[src/rtl/adc_acq_controller.sv]
`default_nettype none
// ============================================================================
// Module      : adc_acq_controller
// Description : Acquisition sequencer for the ADC chain in the data_clk
//               domain. Arms on acq_enable, starts immediately or on a
//               trigger (soft_trig / ext_trig rising edge), issues one
//               registered capture_en per accepted new_sample, frames the
//               samples into packets (sample_tlast), timestamps the trigger
//               and flags samples dropped under back-pressure (overflow).
// Ports       : data_clk, reset_n (async active-low)
//               new_sample, acq_enable, trig_mode, soft_trig, ext_trig,
//               post_samples[CNT_W], frame_len[FRAME_W], stream_ready  (in)
//               capture_en, sample_tlast, sample_count[CNT_W],
//               trig_timestamp[CNT_W], acq_state[2], acq_done,
//               overflow                                               (out)
// Revision    : 1.0 - initial release
// ============================================================================
module adc_acq_controller #(
    parameter int CNT_W   = 32,
    parameter int FRAME_W = 16
) (
    input  logic               data_clk,
    input  logic               reset_n,
    input  logic               new_sample,
    input  logic               acq_enable,
    input  logic               trig_mode,
    input  logic               soft_trig,
    input  logic               ext_trig,
    input  logic [CNT_W-1:0]   post_samples,
    input  logic [FRAME_W-1:0] frame_len,
    input  logic               stream_ready,
    output logic               capture_en,
    output logic               sample_tlast,
    output logic [CNT_W-1:0]   sample_count,
    output logic [CNT_W-1:0]   trig_timestamp,
    output logic [1:0]         acq_state,
    output logic               acq_done,
    output logic               overflow
);

    localparam logic [CNT_W-1:0]   CNT_ONE   = CNT_W'(1);
    localparam logic [FRAME_W-1:0] FRAME_ONE = FRAME_W'(1);

    typedef enum logic [1:0] {
        S_IDLE  = 2'd0,
        S_ARMED = 2'd1,
        S_RUN   = 2'd2,
        S_DONE  = 2'd3
    } state_t;

    state_t             state;
    state_t             state_next;

    logic [CNT_W-1:0]   tick_cnt;
    logic               ext_trig_d;
    logic [CNT_W-1:0]   post_lat;
    logic [FRAME_W-1:0] frame_lat;
    logic [FRAME_W-1:0] frame_cnt;

    logic               ext_rise;
    logic [CNT_W-1:0]   count_inc;
    logic [FRAME_W-1:0] frame_last_idx;
    logic               arm_fire;
    logic               trig_fire;
    logic               accept;
    logic               drop;
    logic               final_sample;
    logic               tlast_next;

    assign ext_rise       = ext_trig & ~ext_trig_d;
    assign count_inc      = sample_count + CNT_ONE;
    // A frame length of zero behaves as one sample per packet.
    assign frame_last_idx = (frame_lat == '0) ? '0 : (frame_lat - FRAME_ONE);

    // ------------------------------------------------------------------
    // State register
    // ------------------------------------------------------------------
    always_ff @(posedge data_clk or negedge reset_n) begin
        if (!reset_n) begin
            state <= S_IDLE;
        end else begin
            state <= state_next;
        end
    end

    // ------------------------------------------------------------------
    // Next-state and per-cycle event decode
    // ------------------------------------------------------------------
    always_comb begin
        state_next   = state;
        arm_fire     = 1'b0;
        trig_fire    = 1'b0;
        accept       = 1'b0;
        drop         = 1'b0;
        final_sample = 1'b0;
        tlast_next   = 1'b0;
        case (state)
            S_IDLE: begin
                if (acq_enable) begin
                    state_next = S_ARMED;
                    arm_fire   = 1'b1;
                end
            end
            S_ARMED: begin
                if (!acq_enable) begin
                    state_next = S_IDLE;
                end else if (!trig_mode || soft_trig || ext_rise) begin
                    state_next = S_RUN;
                    trig_fire  = 1'b1;
                end
            end
            S_RUN: begin
                // Abort wins over a coincident new_sample: nothing captured.
                if (!acq_enable) begin
                    state_next = S_IDLE;
                end else if (new_sample) begin
                    if (stream_ready) begin
                        accept       = 1'b1;
                        final_sample = (post_lat != '0) && (count_inc == post_lat);
                        tlast_next   = final_sample || (frame_cnt == frame_last_idx);
                        if (final_sample) begin
                            state_next = S_DONE;
                        end
                    end else begin
                        drop = 1'b1;
                    end
                end
            end
            S_DONE: begin
                if (!acq_enable) begin
                    state_next = S_IDLE;
                end
            end
            default: begin
                state_next = S_IDLE;
            end
        endcase
    end

    // ------------------------------------------------------------------
    // Datapath: tick counter, trigger edge, latched config, counters
    // ------------------------------------------------------------------
    always_ff @(posedge data_clk or negedge reset_n) begin
        if (!reset_n) begin
            tick_cnt       <= '0;
            ext_trig_d     <= 1'b0;
            post_lat       <= '0;
            frame_lat      <= '0;
            frame_cnt      <= '0;
            sample_count   <= '0;
            trig_timestamp <= '0;
            capture_en     <= 1'b0;
            sample_tlast   <= 1'b0;
            overflow       <= 1'b0;
        end else begin
            ext_trig_d   <= ext_trig;
            capture_en   <= accept;
            sample_tlast <= tlast_next;

            if (new_sample) begin
                tick_cnt <= tick_cnt + CNT_ONE;
            end

            if (arm_fire) begin
                post_lat     <= post_samples;
                frame_lat    <= frame_len;
                frame_cnt    <= '0;
                sample_count <= '0;
                overflow     <= 1'b0;
            end

            // Timestamp is the tick value before any coincident increment.
            if (trig_fire) begin
                trig_timestamp <= tick_cnt;
            end

            if (accept) begin
                sample_count <= count_inc;
                frame_cnt    <= tlast_next ? '0 : (frame_cnt + FRAME_ONE);
            end

            if (drop) begin
                overflow <= 1'b1;
            end
        end
    end

    assign acq_state = state;
    assign acq_done  = (state == S_DONE);

endmodule
`default_nettype wire

[config.mk]
export PLATFORM = sky130hd
export DESIGN_NAME = adc_acq_controller
export DESIGN_NICKNAME = d
export VERILOG_FILES = /design/src/rtl/adc_acq_controller.sv
export SDC_FILE = /design/constraint.sdc
export NUM_CORES = 1
export LEC_CHECK = 0
export BUFFER_PORTS_ARGS = -buffer_cell sky130_fd_sc_hd__buf_2
export CORE_ASPECT_RATIO = 1.75
export CORE_MARGIN = 2
export CORE_UTILIZATION = 63
export DETAILED_ROUTE_END_ITERATION = 8
export GPL_ROUTABILITY_DRIVEN = 1
export GPL_TIMING_DRIVEN = 0
export PLACE_DENSITY = 0.95
export SLEW_MARGIN = 20
export SYNTH_ARGS = -nofsm -noshare
export SYNTH_HDL_FRONTEND = slang
export SYNTH_SLANG_ARGS = --single-unit
export TNS_END_PERCENT = 100
[constraint.sdc]
create_clock -name data_clk -period 6.6 [get_ports data_clk]
set_input_delay 0.66 -clock data_clk [delete_from_list [all_inputs] [get_ports data_clk]]
set_output_delay 0.66 -clock data_clk [all_outputs]
set_load 0.02 [all_outputs]
==> summary.txt <==
Run status
  • Outcome: complete, no violations

Synth
  • Synth unique cells: 65
  • EDFF count, synth: 0
  • Area fraction in compound gates after synthesis: 12.3%
  • Syn_nets: 1073
  • Largest family of logic cells by synthesized area: simple AND/OR/NAND/NOR gates
  • Syn_area_per_cell: 9.14 um2
  • Top-count cell post-synth: nand2_1
  • Synth Area in Simple Gates: 25.4%
  • Adder-cell area share of the yosys netlist: 0.541%
  • Synth area leader: dfrtp_1
  • Post-synth ARST share: 100%
  • Ys Warns: 0
  • Top cell type's share of synthesized area: 44.9%
  • Top_reg_cell synth: dfrtp_1
  • Syn Inst Count: 1013
  • Synth top cells by count: nand2_1 (204), dfrtp_1 (166), xnor2_1 (60)
  • Post-synthesis mux area share: 4.35%
  • Syn Std Cell Area: 0.00925 mm2
  • Synth area leaders: dfrtp_1 (45%), nand2_1 (8.3%), xnor2_1 (5.7%), mux2_2 (4.1%), xor2_1 (3.2%)
  • #FFs+latches synth: 166
  • Post-synthesis xor/xnor area fraction: 8.90%
  • Sequential share of the synthesized area: 44.9%

Clock network
  • Clock Sink Count: 166
  • Clock transition at path regs: 0.08 ns
  • TritonCTS clock tree: done
  • Root buf cell: clkbuf_16
  • Total CTS buffers: 17
  • # hold bufs at CTS: 0
  • Clk buf depth: 2
  • Clk_lat worst skew: 0.43 ns
  • Number of H-tree levels: 4
  • Setup Buffers After CTS: 0
  • Post_cts resized: 0

Route
  • Vias: 8658
  • WL per Instance: 20.5 um
  • Via density per instance: 6.41
  • # DRC: 0
  • Drt pass-1 iters: 6
  • Routed WL: 27700 um
  • Antenna viol nets, final: 0
  • Initial DRC count: 725

GRT
  • Vias in the first global route: 8819
  • First-pass GRT wire length: 44300 um
  • GRT overflow: 0
  • Gr usage total: 36.9%
  • Pin count of the biggest net entering global routing: 105
  • Initial antenna violation count: 0

Timing
  • Final Hold Vio Count: 0
  • Slew @ Worst Pin: 1.17 ns
  • Post-Route Setup TNS: 0 ns
  • Endpoints failing setup: 0
  • Final setup skew: 0.0159 ns
  • FMAX: 0.224 GHz
  • RSZ-0062 raised after global routing: no
  • Max-slew violation count: 0
  • Period Utilization, post-route: 67.6%
  • Rel. slew slack: 21.4%
  • Fin crit period: 4.46 ns

Floorplan
  • Rows: 58
  • Die X: 95.6 um
  • Top Ports: 126
  • Die Y-Extent: 164 um
  • Full die area: 0.0157 mm2
  • Core box area: 0.0144 mm2
  • Initial Utilization: 64.4%

Worst setup path
  • CP max FO: 10
  • CP max stage delay: 0.90 ns
  • Most used cell along the critical path: nor4_1
  • Worst path required time: 6.92 ns
  • Worst path bufs/invs: 1
  • Critical Path, Cell by Cell: buf_2 -> nand4_1 -> nor4_1 -> a31oi_1 -> nor3_1 -> nand3_1 -> or4b_2 -> nor4_1 -> a311oi_1 -> a211oi_1
  • Crit path launch type: flop
  • CP delay by family, top: simple AND/OR/NAND/NOR gates
  • Critical path depth: 10
  • R2R depth: 10
  • Critical path data arrival time: 4.79 ns
  • Kind of critical path: reg -> reg
  • CP max-delay cell: nor4_1
  • Setup crit end kind: flop

Job
  • Maxcap violations: 0

Place
  • IO Port Bufs: 124
  • HPWL after DPL: 20200 um
  • Routability cong.: 0.997

Layout
  • Share of cells above drive strength 1: 19.0%
  • Layout Nets: 1217
  • Storage element area: 0.00415 mm2
  • Syn-to-layout area delta: 16.3%
  • Fillers: 1011
  • Multi-input logic area: 0.00477 mm2
  • ANT cells: 0

Power and ir drop
  • Pwr/cell area: 271 mW/mm2
  • Pwr Total: 2910 uW
  • Leakage: 0.00514 uW
  • Peak VDD IR: 0.211 mV

Hold path
  • HP Class: in -> async
kinds of logic (layout without fill, tap and decap cells):
logic type | count (synthesis) | after routing
AO/OA/AOI/OAI | 171 | 171
XOR/XNOR | 94 | 94
adder cells (fa/ha/maj) | 4 | 4
buffers and inverters | 77 | 234
flip-flops | 166 | 166
multiplexers | 36 | 36
AND/OR/NAND/NOR | 465 | 465
final cells by class:
| class | count | share of cell area, % |
|---|---|---|
| multi-input cells | 770 | 44.3 |
| flip-flops and latches | 166 | 38.6 |
| repair buffers | 125 | 6.12 |
| clock buffers | 17 | 3.95 |
| plain buffers | 61 | 2.58 |
| well taps | 180 | 2.09 |
| clock inverters | 15 | 1.77 |
| inverters | 16 | 0.558 |
report_power, final:
| group | switching (uW) | leakage (uW) | internal, uW |
|---|---|---|---|
| Clock | 504 | 0.000296 | 514 |
| Combinational | 377 | 0.00263 | 259 |
| Sequential | 129 | 0.00221 | 1130 |
| Total | 1010 | 0.00514 | 1900 |
cell usage in the layout (no fill, tap or decap), drive strengths merged, types with 7 or more instances in the layout:
master  instances
a21o           11
a21oi          24
a31oi          15
and2            7
and3           19
and4           10
buf           144
clkbuf         59
clkinv         12
dfrtp         166
inv            19
mux2           34
nand2         204
nand3          38
nand4          32
nor2           52
nor3           22
nor4           27
nor4b          11
o21ai          52
o31ai          21
or3             9
or4             7
xnor2          60
xor2           34
flip-flops by register name, indices dropped and copies added, names as in the netlist:
signal and cells:
frame_lat 16, tick_cnt 32, overflow 1, ext_trig_d 1
frame_cnt 16, acq_state 2, sample_count 32, post_lat 32
sample_tlast 1, trig_timestamp 32, capture_en 1
metrics by stage:
stage / area [um2] / utilization [%] / setup WS [ns] / hold slack, ns / instances
2_1_floorplan: 9250 / - / 2.85 / 0.364 / 1013
3_3_place_gp: 10100 / 70.3 / 2.29 / 0.467 / 1317
3_5_place_dp: 10100 / 70.6 / 2.29 / 0.487 / 1318
4_1_cts: 10800 / 74.9 / 2.19 / 0.182 / 1350
5_1_grt: 10800 / 74.9 / 1.94 / 0.191 / 1350
6_report: 10800 / 74.9 / 2.14 / 0.150 / 1350
per-layer routing:
metal / track usage (%) / vias to the layer above / wire (um)
met5: 0 / - / 0
met4: 23.4 / 0 / 1900
met3: 7.66 / 140 / 1680
met2: 64.9 / 416 / 14600
met1: 39.1 / 4186 / 9540
li1: - / 3916 / -
worst paths after layout:
| kind | from | to | slack, ns |
|---|---|---|---|
| min in group data_clk | ext_trig | ext_trig_d$_DFF_PN0_ | 0.36 |
| worst max register to register | sample_count[7]$_DFFE_PN0P_ | acq_state[0]$_DFFE_PN0P_ | 2.14 |
| worst min register to register | tick_cnt[19]$_DFFE_PN0P_ | tick_cnt[19]$_DFFE_PN0P_ | 0.50 |
| worst max-delay path | sample_count[7]$_DFFE_PN0P_ | acq_state[0]$_DFFE_PN0P_ | 2.14 |
| worst min-delay path | reset_n | sample_count[25]$_DFFE_PN0P_ | 0.15 |
| max in group asynchronous | reset_n | trig_timestamp[0]$_DFFE_PN0P_ | 5.55 |
(Power assumes the default switching activity.)
